`src/rtl/if_fetch_unit.sv`:
```
// Instruction-fetch front end: one outstanding imem read, tagged-instruction FIFO
// toward IF/ID, and the PC-hold signal for the IF PC register.
module if_fetch_unit #(
  parameter int          DEPTH    = 2,
  parameter logic [31:0] NOP_INST = 32'h0000_0013
) (
  input  logic        clk,
  input  logic        rst_n,
  input  logic [31:0] pc_i,
  input  logic        flush_i,
  input  logic        stall_i,
  output logic        fetch_stall_o,
  output logic        imem_req_valid,
  output logic [31:0] imem_req_addr,
  input  logic        imem_req_ready,
  input  logic        imem_rsp_valid,
  input  logic [31:0] imem_rsp_data,
  output logic        inst_valid_o,
  output logic [31:0] inst_o,
  output logic [31:0] inst_pc_o
);

  localparam int AW = (DEPTH > 1) ? $clog2(DEPTH) : 1;
  localparam int CW = AW + 1;

  typedef enum logic [1:0] {S_IDLE, S_WAIT, S_DRAIN} state_t;

  state_t          state, state_n;
  logic [CW-1:0]   count, count_n;
  logic [AW-1:0]   rd_ptr, wr_ptr;
  logic [31:0]     req_pc;
  logic [31:0]     buf_data [DEPTH];
  logic [31:0]     buf_pc   [DEPTH];
  logic            push, pop, room, hs;

  assign inst_valid_o  = (count != '0);
  assign inst_o        = inst_valid_o ? buf_data[rd_ptr] : NOP_INST;
  assign inst_pc_o     = inst_valid_o ? buf_pc[rd_ptr]   : '0;
  assign imem_req_addr = pc_i;

  assign pop     = inst_valid_o & ~stall_i & ~flush_i;
  assign push    = (state == S_WAIT) & imem_rsp_valid & ~flush_i;
  assign count_n = count + CW'(push) - CW'(pop);
  assign room    = (count_n < CW'(DEPTH));
  assign hs      = imem_req_valid & imem_req_ready;

  // State register
  always_ff @(posedge clk or negedge rst_n) begin
    if (!rst_n) begin
      state <= S_IDLE;
    end else begin
      state <= state_n;
    end
  end

  // Next-state logic
  always_comb begin
    state_n = state;
    unique case (state)
      S_IDLE:  if (hs) state_n = S_WAIT;
      S_WAIT: begin
        if (flush_i)             state_n = imem_rsp_valid ? S_IDLE : S_DRAIN;
        else if (hs)             state_n = S_WAIT;
        else if (imem_rsp_valid) state_n = S_IDLE;
      end
      S_DRAIN: if (!flush_i && imem_rsp_valid) state_n = S_IDLE;
      default: state_n = S_IDLE;
    endcase
  end

  // Outputs; gated by rst_n so the request drops as soon as reset asserts
  always_comb begin
    imem_req_valid = rst_n & room & ~flush_i &
                     ((state == S_IDLE) | ((state == S_WAIT) & imem_rsp_valid));
    fetch_stall_o  = ~(imem_req_valid & imem_req_ready) & ~flush_i;
  end

  always_ff @(posedge clk or negedge rst_n) begin
    if (!rst_n) begin
      count  <= '0;
      rd_ptr <= '0;
      wr_ptr <= '0;
      req_pc <= '0;
    end else begin
      if (hs) req_pc <= pc_i;
      if (flush_i) begin
        count  <= '0;
        rd_ptr <= '0;
        wr_ptr <= '0;
      end else begin
        count <= count_n;
        if (push) wr_ptr <= wr_ptr + AW'(1);
        if (pop)  rd_ptr <= rd_ptr + AW'(1);
      end
    end
  end

  always_ff @(posedge clk) begin
    if (push) begin
      buf_data[wr_ptr] <= imem_rsp_data;
      buf_pc[wr_ptr]   <= req_pc;
    end
  end

endmodule

```
`config.mk`:
```
export PLATFORM = sky130hd
export DESIGN_NAME = if_fetch_unit
export DESIGN_NICKNAME = d
export VERILOG_FILES = /design/src/rtl/if_fetch_unit.sv
export SDC_FILE = /design/constraint.sdc
export NUM_CORES = 1
export LEC_CHECK = 0
export ABC_AREA = 1
export CORE_UTILIZATION = 50
export CTS_CLUSTER_DIAMETER = 80
export CTS_CLUSTER_SIZE = 14
export DETAILED_ROUTE_END_ITERATION = 8
export GPL_ROUTABILITY_DRIVEN = 0
export GPL_TIMING_DRIVEN = 0
export PLACE_DENSITY = 0.87
export SLEW_MARGIN = 20
export SYNTH_ARGS = -nofsm -noshare
export SYNTH_HDL_FRONTEND = slang
export SYNTH_SLANG_ARGS = --single-unit
```
`constraint.sdc`:
```
create_clock -name clk -period 10.97 [get_ports clk]
set_input_delay 2.194 -clock clk [delete_from_list [all_inputs] [get_ports clk]]
set_output_delay 2.194 -clock clk [all_outputs]
set_load 0.02 [all_outputs]
```
=== Word level (Yosys, flattened, before mapping) ===
Memories as Yosys holds them, arrays and structs flattened.
Cells that the tools add are included.

* Add/sub/neg operators: 4
* Magnitude comparators: 1
* Equal/unequal tests: 5
* Multiplexer cells: 16
* Bitwise gates (word level): 13
* Reductions and logical operators: 7

{| class="wikitable"
|+ Operators with widths
! operator !! number
|-
| $mux W32 || 2
|-
| $mux W2 || 7
|-
| $and A1 B1 Y1 || 9
|-
| $mux W1 || 6
|-
| $pmux W2 S3 || 1
|-
| $reduce_bool A2 Y1 || 3
|-
| $ne A2 B2 Y1 const B || 2
|-
| $ne A4 B4 Y1 const B || 1
|-
| $not A1 Y1 || 3
|-
| $reduce_and A3 Y1 || 1
|-
| $add A1 B1 Y1 const B || 2
|-
| $add A2 B1 Y2 || 1
|-
| $eq A2 B1 Y1 const B || 1
|-
| $eq A2 B2 Y1 const B || 1
|-
| $logic_not A2 Y1 || 1
|-
| $lt A2 B2 Y1 const B || 1
|-
| $sub A2 B1 Y2 || 1
|-
| $logic_and A1 B1 Y1 || 1
|-
| $logic_not A1 Y1 || 1
|-
| $or A1 B1 Y1 || 1
|}

* Bits in registers: 38
* Memory bits (writable): 128
* Bits of input ports: 70
* Output and inout bits: 99
* Word-level logic and storage cells: 53
* Memories: 2

{| class="wikitable"
|+ Memories
! memory !! depth !! width !! read ports !! clocked after Yosys merged registers in !! wr ports !! line !! text
|-
| buf_data || 2 || 32 || 1 || 0 || 1 || 32 || <nowiki>logic [31:0] buf_data [DEPTH];</nowiki>
|-
| buf_pc || 2 || 32 || 1 || 0 || 1 || 33 || <nowiki>logic [31:0] buf_pc [DEPTH];</nowiki>
|}

=== Longest topological paths before layout ===
* Depth in word-level cells: 13
* Depth in mapped cells: 16
* Mapped depth without buffers: 15

=== Least setup slack after synthesis ===
OpenSTA, ideal clock, no wires.

* Path type: in2reg
* Start point: input flush_i
* End point: memory buf_data[1][0] (enable)
* Setup time: 0.565 ns
* Data arrival time: 6.681 ns
* Required time: 10.405 ns
* Path slack: 3.724 ns
* Stages on the path: 3
* Path buffers: 0
* Cells stage by stage: inv_2 > nand2_1 > nor3_1

* Longest elaborated chain between the ends: 4

{| class="wikitable"
|+ Ends and longest elaborated chain
! what !! line !! text
|-
| start, declared || 10 || <nowiki>input logic flush_i,</nowiki>
|-
| $not A1 Y1 || 42 || <nowiki>assign push = (state == S_WAIT) & imem_rsp_valid & ~flush_i;</nowiki>
|-
| $and A1 B1 Y1 || 42 ||
|-
| $mux W1 || 99 || <nowiki>if (push) begin</nowiki>
|-
| $mux W1 (implied by the code) || 100 || <nowiki>buf_data[wr_ptr] <= imem_rsp_data;</nowiki>
|-
| end, declared || 32 ||
|}

No other way between the ends.

=== Worst setup path in the final report ===
* Start point: input imem_rsp_valid
* End point: output fetch_stall_o

* Longest elaborated chain between the ends: 11
* Elaborated cells on any way between the ends: 12
* Classes of those cells: add/sub: 2; order compare: 1; bitwise: 9

{| class="wikitable"
|+ Ends and longest elaborated chain
! what !! line !! text
|-
| start, declared || 16 || <nowiki>input logic imem_rsp_valid,</nowiki>
|-
| $and A1 B1 Y1 (*) || 42, 74 ||
|-
| $and A1 B1 Y1 || 42 ||
|-
| $add A2 B1 Y2 || 43 || <nowiki>assign count_n = count + CW'(push) - CW'(pop);</nowiki>
|-
| $sub A2 B1 Y2 || 43 ||
|-
| $lt A2 B2 Y1 || 44 || <nowiki>assign room = (count_n < CW'(DEPTH));</nowiki>
|-
| $and A1 B1 Y1 (2 in a row) || 73 || <nowiki>imem_req_valid = rst_n & room & ~flush_i &</nowiki>
|-
| $and A1 B1 Y1 (*) || 73 ||
|-
| $and A1 B1 Y1 (*) || 75 || <nowiki>fetch_stall_o = ~(imem_req_valid & imem_req_ready) & ~flush_i;</nowiki>
|-
| $not A1 Y1 (*) || 75 ||
|-
| $and A1 B1 Y1 (*) || 75 ||
|-
| end, declared || 12 || <nowiki>output logic fetch_stall_o,</nowiki>
|}

Mark *: on every way between the ends. The rest lies on a longest branch, timed or not.

==> run summary <==
Status: finished clean
Rows: 41
Flop and latch count out of synthesis: 166
Fin nets: 831
Syn Std Cell Area: 6680 µm²
Worst setup EP type: primary output
Routed WL: 15400 µm
Class of the worst hold path: flop to flop
WP data required: 8.78 ns
Clock transition at path regs: 0.06 ns
Starting Density: 0.521
Routed Antenna Nets: 0
Total GRT Usage: 0.234
Critical Path AT: 4.95 ns
RR Endpoint: req_pc[1]$_DFFE_PN0P_
Placed Instances: 912
Vias in the first global route: 5115
Reg2reg start: count[1]$_DFF_PN0_
Final core utilization: 0.726
Crit path time final: 7.15 ns
Most frequent cells in the layout: nand2_1, clkdlybuf4s50_1, edfxtp_1
Wire length on met2: 7990 µm
Combinational fraction of design power: 0.129
Worst-Margin Slew: 0.833 ns
PD cells: 167 nW/µm²
Max Used Layer: met4
Post-synth ARST share: 0.229
Startpoint of the worst hold path: req_pc[26]$_DFFE_PN0P_
Drt pass-1 iters: 7
Sequential area share after synthesis: 0.718
RSZ-0062 raised after global routing: false
Startpoint class of the critical path: primary input
Total grt overflow: 0
Largest net degree at the start of global routing: 28
Antenna violations before repair: 0
Endpoints failing setup: 0
Sw power: 0.369 mW
Relative slew slack: 0.443
Multi-input gate area: 1440 µm²
Top-area cell type share of the netlist area: 0.576
CP max FO: 10
Top FF cell, synth: edfxtp_1
Tcrit/Tclk final: 0.652
Post-CTS setup buffers: 0
Internal power: 1.19 mW
Sw Ratio: 0.237
FF+latch area: 4790 µm²
Cell variety after synth: 25
DR WL met3: 982 µm
First-pass GRT wire length: 25100 µm
PortBufs: 167
Met1 WL: 6120 µm
DP Wirelength: 11000 µm
Hold path depth: 0
Worst R2R Path Depth: 14
Setup_tns: 0 ns
Clk buf depth: 2
Final Hold Fails: 0
Filler cell count: 840
Core Box Area: 12800 µm²
Max Slew Vio Count: 0
DRC violation count after routing: 0
Clk Tree Root Cell: clkbuf_16
Synth Warn #: 0
CTS tree: yes
Fin area: 9310 µm²
Die W: 118 µm
Mean Syn Cell Area: 11.9 µm²
Mean routed wirelength per cell: 16.3 µm
Syn_nets: 635
H-tree depth: 4
Maxcap violations: 0
Synth Instances: 563
Post-synth top area cell: edfxtp_1
Die Area: 13800 µm²
CTS sink count: 166
Share of power burned in registers: 0.486
F_max: 0.140 GHz
P_leak: 3.62 nW
Resize count post-CTS: 0
Worst Clk Skew: 0.00783 ns
Crit path kind: primary input to primary output
Num ports: 169
Via density: 5.22
Clk pwr share: 0.384
Hold Path Sink: buf_pc[0][26]$_DFFE_PP_
Die height: 118 µm
Cts hold-fix bufs: 0
Synth top area cells: edfxtp_1, dfrtp_1, nand2_1, a21oi_1, buf_4
Area Overhead vs Synth: 39.4%
DP Area: 8710 µm²
Commonest non-fill, non-tap cell in the layout: nand2_1
Initial DRC count: 428
Total CTS buffers: 17
Internal reg-to-reg setup slack: 8.12 ns
Layout cell share with drive strength beyond 1: 0.124
ANT cells: 0
Peak VDD IR: 0.0000993 V
Vias: 4930
Final std cells w/o fill: 944
Worst-Skew Late Latency: 0.41 ns
Post-synth EDFFs: 128
-- final cells by class --
class	instances	area share
sequential	166	0.515
timing repair buffer	177	0.194
multi-input combinational	320	0.155
clock buffer	20	0.0480
buffer	65	0.0441
tap	172	0.0231
clock inverter	12	0.0165
inverter	12	0.00484
-- through the flow --
stage / setup slack [ns] / hold slack (ns) / power (mW)
6_report: 3.82 / 0.479 / 1.56
4_1_cts: 3.86 / 0.479 / 1.56
3_3_place_gp: 1.01 / 0.449 / 0.955
3_5_place_dp: 3.87 / 0.462 / 0.969
5_1_grt: 3.66 / 0.482 / 1.61
2_1_floorplan: 3.72 / 0.442 / 0.863
-- cell families after synthesis --
logic type	count (synthesis)	synth area share
AOI/OAI and AO/OA	68	0.0515
buffers and inverters	77	0.0682
adders and majority gates	2	0.00375
and+or+nand+nor	250	0.158
DFF	166	0.718
-- routing by layer --
metal / up-vias / track usage
met2: 209 / 0.403
met1: 2383 / 0.278
li1: 2309 / -
met5: - / 0
met4: 0 / 0.112
met3: 29 / 0.0509
-- critical path, stage by stage --
cell	delay, ns
clkdlybuf4s50_1	0.49
inv_1	0.09
nor2_1	0.16
nand2_1	0.15
ha_1	0.31
inv_1	0.04
ha_1	0.18
inv_1	0.05
nand2_1	0.06
nand3_1	0.10
nand2_2	0.14
nand3_4	0.14
buf_6	0.15
nand2_1	0.06
inv_2	0.05
clkdlybuf4s50_1	0.59
-- power by group through the flow --
stage	clock network (mW)	logic, mW	registers, mW
6_report	0.598	0.201	0.756
4_1_cts	0.603	0.203	0.755
3_3_place_gp	0	0.191	0.764
3_5_place_dp	0	0.201	0.768
5_1_grt	0.628	0.218	0.760
2_1_floorplan	0	0.104	0.759
-- cell usage after synthesis, types with 3 or more instances --
cell,count
clkbuf_1,13
a21oi_1,62
nand2_1,200
edfxtp_1,128
nor2_1,6
inv_1,10
buf_1,4
nand3_1,5
dfrtp_1,38
nand4_1,32
buf_6,3
buf_4,35
buf_2,10
-- worst max-delay path by stage --
| stage | start | endpoint | slack, ns |
|---|---|---|---|
| 2_1_floorplan | flush_i | buf_data[1][0]$_DFFE_PP_ | 3.72 |
| 3_3_place_gp | flush_i | buf_data[1][10]$_DFFE_PP_ | 1.01 |
| 3_5_place_dp | imem_rsp_valid | fetch_stall_o | 3.87 |
| 4_1_cts | imem_rsp_valid | fetch_stall_o | 3.86 |
| 5_1_grt | flush_i | fetch_stall_o | 3.66 |
| 6_report | imem_rsp_valid | fetch_stall_o | 3.82 |
-- flip-flops by register name (all words and copies together), names as in the netlist --
register,flops
wr_ptr,1
req_pc,32
rd_ptr,1
buf_pc,64
count,2
buf_data,64
state,2
Note: power is estimated with default switching activity, not from simulation.
==> RTL change 1 (same flow settings) <==
The 3 states of `state_t` get a one-hot encoding in 3 bits.
--- a/src/rtl/if_fetch_unit.sv
+++ b/src/rtl/if_fetch_unit.sv
@@ -25,3 +25,3 @@
 
-  typedef enum logic [1:0] {S_IDLE, S_WAIT, S_DRAIN} state_t;
+  typedef enum logic [2:0] {S_IDLE = 3'b001, S_WAIT = 3'b010, S_DRAIN = 3'b100} state_t;
 
Formal check against the unedited RTL: same outputs for any inputs over 4 cycles, from zero or initial values and one cycle with rst_n low; so few cycles prove little.
==> RTL change 1 against the original RTL <==
  * Combinational power rose by 18%
  * Critical endpoint is now imem_req_valid
  * Power is 2.9% higher
  * Utilization shrank 1.8 points
  * Final area is 1.1% higher
  * Area after synthesis increased by 2.3%
  * Final cell count increased by 1.3%
  * Worst setup slack got worse by 0.24 ns
  * Clock skew is essentially flat
  * Die area rose by 2.3%
  * Wire length decreased by 1.9%
  * Sequential cell count increased by 1
  * Global-route usage fell by 1.2 points
==> RTL change 1: results (changes against the original RTL) <==
| Metric | Value |
|---|---|
| First-pass GRT wire length | `24.0 mm (-4.2%)` |
| Vias in the first global route | `4,980 (-2.6%)` |
| Rel. slew slack | `0.336 (-0.106)` |
| Leakage | `3.66 nW (+0.98%)` |
| Largest net degree at the start of global routing | `28 (unchanged)` |
| Initial antenna violation count | `0 (unchanged)` |
| Placed insts | `924 (+1.3%)` |
| Post-CTS setup buffers | `0 (unchanged)` |
| Largest registers | `buf_data x64, buf_pc x64, req_pc x32` |
| Hold Crit Class | `flip-flop to flip-flop` |
| Max VDD drop | `0.000114 V (+14%)` |
| Clock Path Buffers | `2 (unchanged)` |
| Number of synthesized flops with an enable pin | `128 (unchanged)` |
| TritonCTS Buffers | `17 (unchanged)` |
| Switching Share | `0.250 (+0.0127)` |
| Place WS | `3.66 ns (-0.217 ns)` |
| DP Wirelength | `10.6 mm (-3.0%)` |
| Fraction of registers with async set/reset | `0.234 (+0.00462)` |
| Synth top area cells | `edfxtp_1, dfrtp_1, nand2_1, a21oi_1, buf_4` |
| Share of layout cells above drive strength 1 | `0.129 (+0.00513)` |
| Root buf cell | `clkbuf_16` |
| Fill count | `939 (+12%)` |
| DR iter-0 viols | `314 (-27%)` |
| Area growth syn-to-layout | `37.7%` |
| Routed vias | `4,885 (-0.91%)` |
| Wire length per cell | `15.8 um (-3.1%)` |
| Gr usage total | `0.222 (-0.0117)` |
| Critical path arrival | `5.20 ns (+0.25 ns)` |
| Diodes inserted | `0 (unchanged)` |
| NumNets Final | `839 (+0.96%)` |
| Yosys warns | `0 (unchanged)` |
| Post-Syn Area per Cell | `11.9 sq um (about the same)` |
| Worst-skew pair later-pin latency | `0.41 ns (about the same)` |
| Worst-case clock skew | `0.00777 ns (-0.0000672 ns)` |
| Synth top cells by count | `nand2_1, edfxtp_1, a21oi_1` |
| Routed wire length | `15.1 mm (-1.9%)` |
| Post-synthesis sequential area ratio | `0.706 (-0.0126)` |
| Syn_nets | `648 (+2.0%)` |
| Post-CTS Resized | `0 (unchanged)` |
| Clk pin slew, worst setup/hold paths | `0.06 ns (about the same)` |
| Area after DPL | `8880 sq um (+2.0%)` |
| PortBufs | `166 (-0.60%)` |
| H-tree depth | `4 (unchanged)` |
| Unique masters post-synth | `29 (+16%)` |
| Drt first pass iters | `5 (-2)` |
| Status | `finished, final reports clean` |
-- RTL change 1: changes by cell type after synthesis, moves of 4 or more --
cell / unedited run / this run
buf_1: 4 / 8
buf_2: 10 / 2
nand3_1: 5 / 31
nand3_2: 0 / 8
nand4_1: 32 / 1
nor2_1: 6 / 10
-- RTL change 1: cell type report --
cell class,count,share of cell area
clock inverters,10,0.00904
multi-input cells,333,0.163
well taps,176,0.0234
plain buffers,63,0.0467
clock buffers,22,0.0472
flip-flops and latches,167,0.512
repair buffers,172,0.193
inverters,13,0.00532
-- RTL change 1: cells by family (layout without fill, tap and decap cells) --
logic type	Yosys count	after routing	synth area share
AND/OR/NAND/NOR	263	263	0.169
adder cells (fa/ha/maj)	2	2	0.00366
flip-flops	167	167	0.706
buffers and inverters	76	280	0.0716
AO/OA/AOI/OAI	68	68	0.0502
-- RTL change 1: critical path, stage by stage --
cell and delay (ns):
clkdlybuf4s50_1 0.53, inv_1 0.07, nor2_1 0.15, nand4_1 0.23, ha_1 0.35, inv_1 0.04, ha_1 0.19, inv_1 0.07
nand2_1 0.07, nand2_1 0.09, nand2_1 0.09, nand2_4 0.10, nand2_4 0.07, nor2_8 0.17, buf_12 0.16, clkdlybuf4s50_1 0.61
-- RTL change 1: path summary, 6_finish.rpt --
kind	start	depth (start not counted)	slack (ns)	to
min reg2reg	req_pc[19]$_DFFE_PN0P_	0	0.46	buf_pc[1][19]$_DFFE_PP_
max in group asynchronous	rst_n	2	8.64	state[0]$_DFFE_PN1P_
max	imem_rsp_valid	16	3.58	imem_req_valid
min in group asynchronous	rst_n	1	1.75	req_pc[21]$_DFFE_PN0P_
max reg2reg	count[1]$_DFF_PN0_	16	7.81	req_pc[22]$_DFFE_PN0P_
min	req_pc[19]$_DFFE_PN0P_	0	0.46	buf_pc[1][19]$_DFFE_PP_
-- RTL change 1: power by group through the flow --
stage | logic, W | registers [W] | clock network, W
2_1_floorplan | 0.000142 | 0.000826 | 0
4_1_cts | 0.000239 | 0.000830 | 0.000540
6_report | 0.000237 | 0.000831 | 0.000533
3_3_place_gp | 0.000221 | 0.000834 | 0
3_5_place_dp | 0.000236 | 0.000842 | 0
5_1_grt | 0.000260 | 0.000838 | 0.000564
-- RTL change 1: layer usage --
layer,global-route usage,share of wire,vias to the layer above
li1,-,-,2319
met5,0,0,-
met2,0.390,0.53,196
met4,0.0839,0.014,0
met1,0.268,0.40,2351
met3,0.0469,0.057,19
==> RTL change 2 (config.mk and constraints unchanged) <==
Without the edit above. Set the parameter `DEPTH` to 4 (it was 2).
--- a/src/rtl/if_fetch_unit.sv
+++ b/src/rtl/if_fetch_unit.sv
@@ -3,3 +3,3 @@
 module if_fetch_unit #(
-  parameter int          DEPTH    = 2,
+  parameter int          DEPTH    = 4,
   parameter logic [31:0] NOP_INST = 32'h0000_0013
Check against the original RTL: not equivalent (Yosys sat finds a counterexample within 4 cycles, from zero or initial values and one cycle with rst_n low).
==> RTL change 2 against the original RTL <==
  * Worst setup slack worse by 0.87 ns
  * Area after synthesis is 80% higher
  * Wire length is 85% higher
  * Utilization is 8.4 points lower
  * Power is 110% higher
  * Final area is 62% higher
  * Synthesized cell count is 78% higher
  * Sequential cell count is 131 higher
  * Critical endpoint unchanged
  * Largest cell class unchanged
  * Largest power group unchanged
==> RTL change 2: results (changes against the original RTL) <==
| Metric | Value |
|---|---|
| CLK BUF | `44 (+120%)` |
| #MultiIn Comb | `593 (+85%)` |
| Routed wire length | `28.5 mm (+85%)` |
| Critical path arrival | `5.83 ns (+0.88 ns)` |
| Signal buffers | `271 (+12%)` |
| DP Wirelength | `18.5 mm (+69%)` |
| Vias in the first global route | `8,501 (+66%)` |
| Cell-internal power | `0.00218 W (+84%)` |
| Top fanout value on the critical path | `10 (unchanged)` |
| HP Start | `req_pc[21]$_DFFE_PN0P_` |
| Share of layout cells above drive strength 1 | `0.0971 (-0.0273)` |
| Adder-cell share of the synthesized area | `0.00790 (+0.00415)` |
| Compound-Gate Fraction of Synth Area | `0.0834 (+0.0318)` |
| Initial antenna violation count | `1 (+1)` |
| Max VDD drop | `0.000109 V (+9.6%)` |
| Comb power frac | `0.315 (+0.186)` |
| Status | `finished, final reports clean` |
| Post-synthesis sequential area ratio | `0.724 (+0.00562)` |
| Largest registers | `buf_data x128, buf_pc x128, req_pc x32` |
| Placed insts | `1,500 (+64%)` |
| Unique masters post-synth | `28 (+12%)` |
| Worst-case clock skew | `0.0210 ns (+0.0131 ns)` |
| DR iter-0 viols | `840 (+96%)` |
| Clock Path Buffers | `3 (+1)` |
| Synth top area cells | `edfxtp_1, dfrtp_1, nor2_1, o21ai_1, buf_4` |
| Register area | `8710 sq um (+82%)` |
| Fraction of registers with async set/reset | `0.138 (-0.0909)` |
| Gr usage total | `0.234 (+0.000726)` |
| Syn_nets | `1,080 (+70%)` |
| Total chip power | `0.00329 W (+110%)` |
| Fill count | `1,717 (+100%)` |
| Largest net degree at the start of global routing | `31 (+11%)` |
| Mapped Cells | `1,003 (+78%)` |
| Place WS | `3.00 ns (-0.872 ns)` |
| Diodes inserted | `1 (+1)` |
| Clk tree area frac | `0.0472 (-0.0174)` |
| Final non-clock buffer share | `0.165 (-0.0723)` |
| Area after DPL | `14,400 sq um (+65%)` |
| Power share of the clock group | `0.245 (-0.139)` |
| Inverters | `20 (+8)` |
| Area of the multi-input gates | `2710 sq um (+88%)` |
| TritonCTS Buffers | `25 (+8)` |
| Seq Cell Count | `297 (+79%)` |
| First-pass GRT wire length | `43.8 mm (+75%)` |
| CP Launch Point | `flush_i` |
| Routed vias | `8,416 (+71%)` |
| Post-Layout Inst Area | `15,100 sq um (+62%)` |
| Worst-skew pair later-pin latency | `0.52 ns (+0.11 ns)` |
| NumNets Final | `1,285 (+55%)` |
| Leakage | `5.48 nW (+51%)` |
| H-tree depth | `1 (-3)` |
| Synth top cells by count | `edfxtp_1, nor2_1, nand2_1` |
| Number of synthesized flops with an enable pin | `256 (+100%)` |
| Rel. slew slack | `0.454 (+0.0113)` |
| Die area | `24,700 sq um (+79%)` |
| Via density | `5.44 (+4.2%)` |
RTL change 2: changes by cell type in the layout (fill, tap and decap cells not counted), moves of 8 or more:
cell	before	now
o21ai_1	2	76
edfxtp_1	128	256
nand2_1	200	89
clkbuf_16	17	25
o21ai_0	2	53
nor2_1	5	252
clkbuf_1	15	37
RTL change 2: final timing paths:
path                                      endpoint  slack, ns  cells after the start
min reg2reg                buf_pc[2][21]$_DFFE_PP_       0.51                      0
max                                  fetch_stall_o       2.95                     18
min in group asynchronous    req_pc[6]$_DFFE_PN0P_       1.58                      1
max reg2reg                 req_pc[27]$_DFFE_PN0P_       7.77                     17
min                        buf_pc[2][21]$_DFFE_PP_       0.51                      0
max in group asynchronous   req_pc[20]$_DFFE_PN0P_       8.87                      2
RTL change 2: cells by family after synthesis:
group | Yosys count
and+or+nand+nor | 387
AOI/OAI and AO/OA | 199
DFF | 297
buffers and inverters | 113
adders and majority gates | 7
RTL change 2: worst max-delay path, stage by stage:
cell	delay, ns
clkdlybuf4s50_1	0.56
nor2_1	0.26
nand2_1	0.32
ha_1	0.40
inv_1	0.06
ha_1	0.14
inv_1	0.05
fa_1	0.43
inv_1	0.08
nand2_1	0.07
nand2_1	0.07
nand2_1	0.05
nand2_2	0.16
nand3_4	0.16
buf_6	0.19
nand2_1	0.06
inv_1	0.04
clkdlybuf4s50_1	0.53
RTL change 2: layer usage:
metal / up-vias / share of wire / track usage
met5: - / 0 / 0
met4: 0 / 0.029 / 0.0897
met3: 61 / 0.094 / 0.0322
met2: 451 / 0.49 / 0.401
met1: 4016 / 0.38 / 0.305
li1: 3888 / - / -
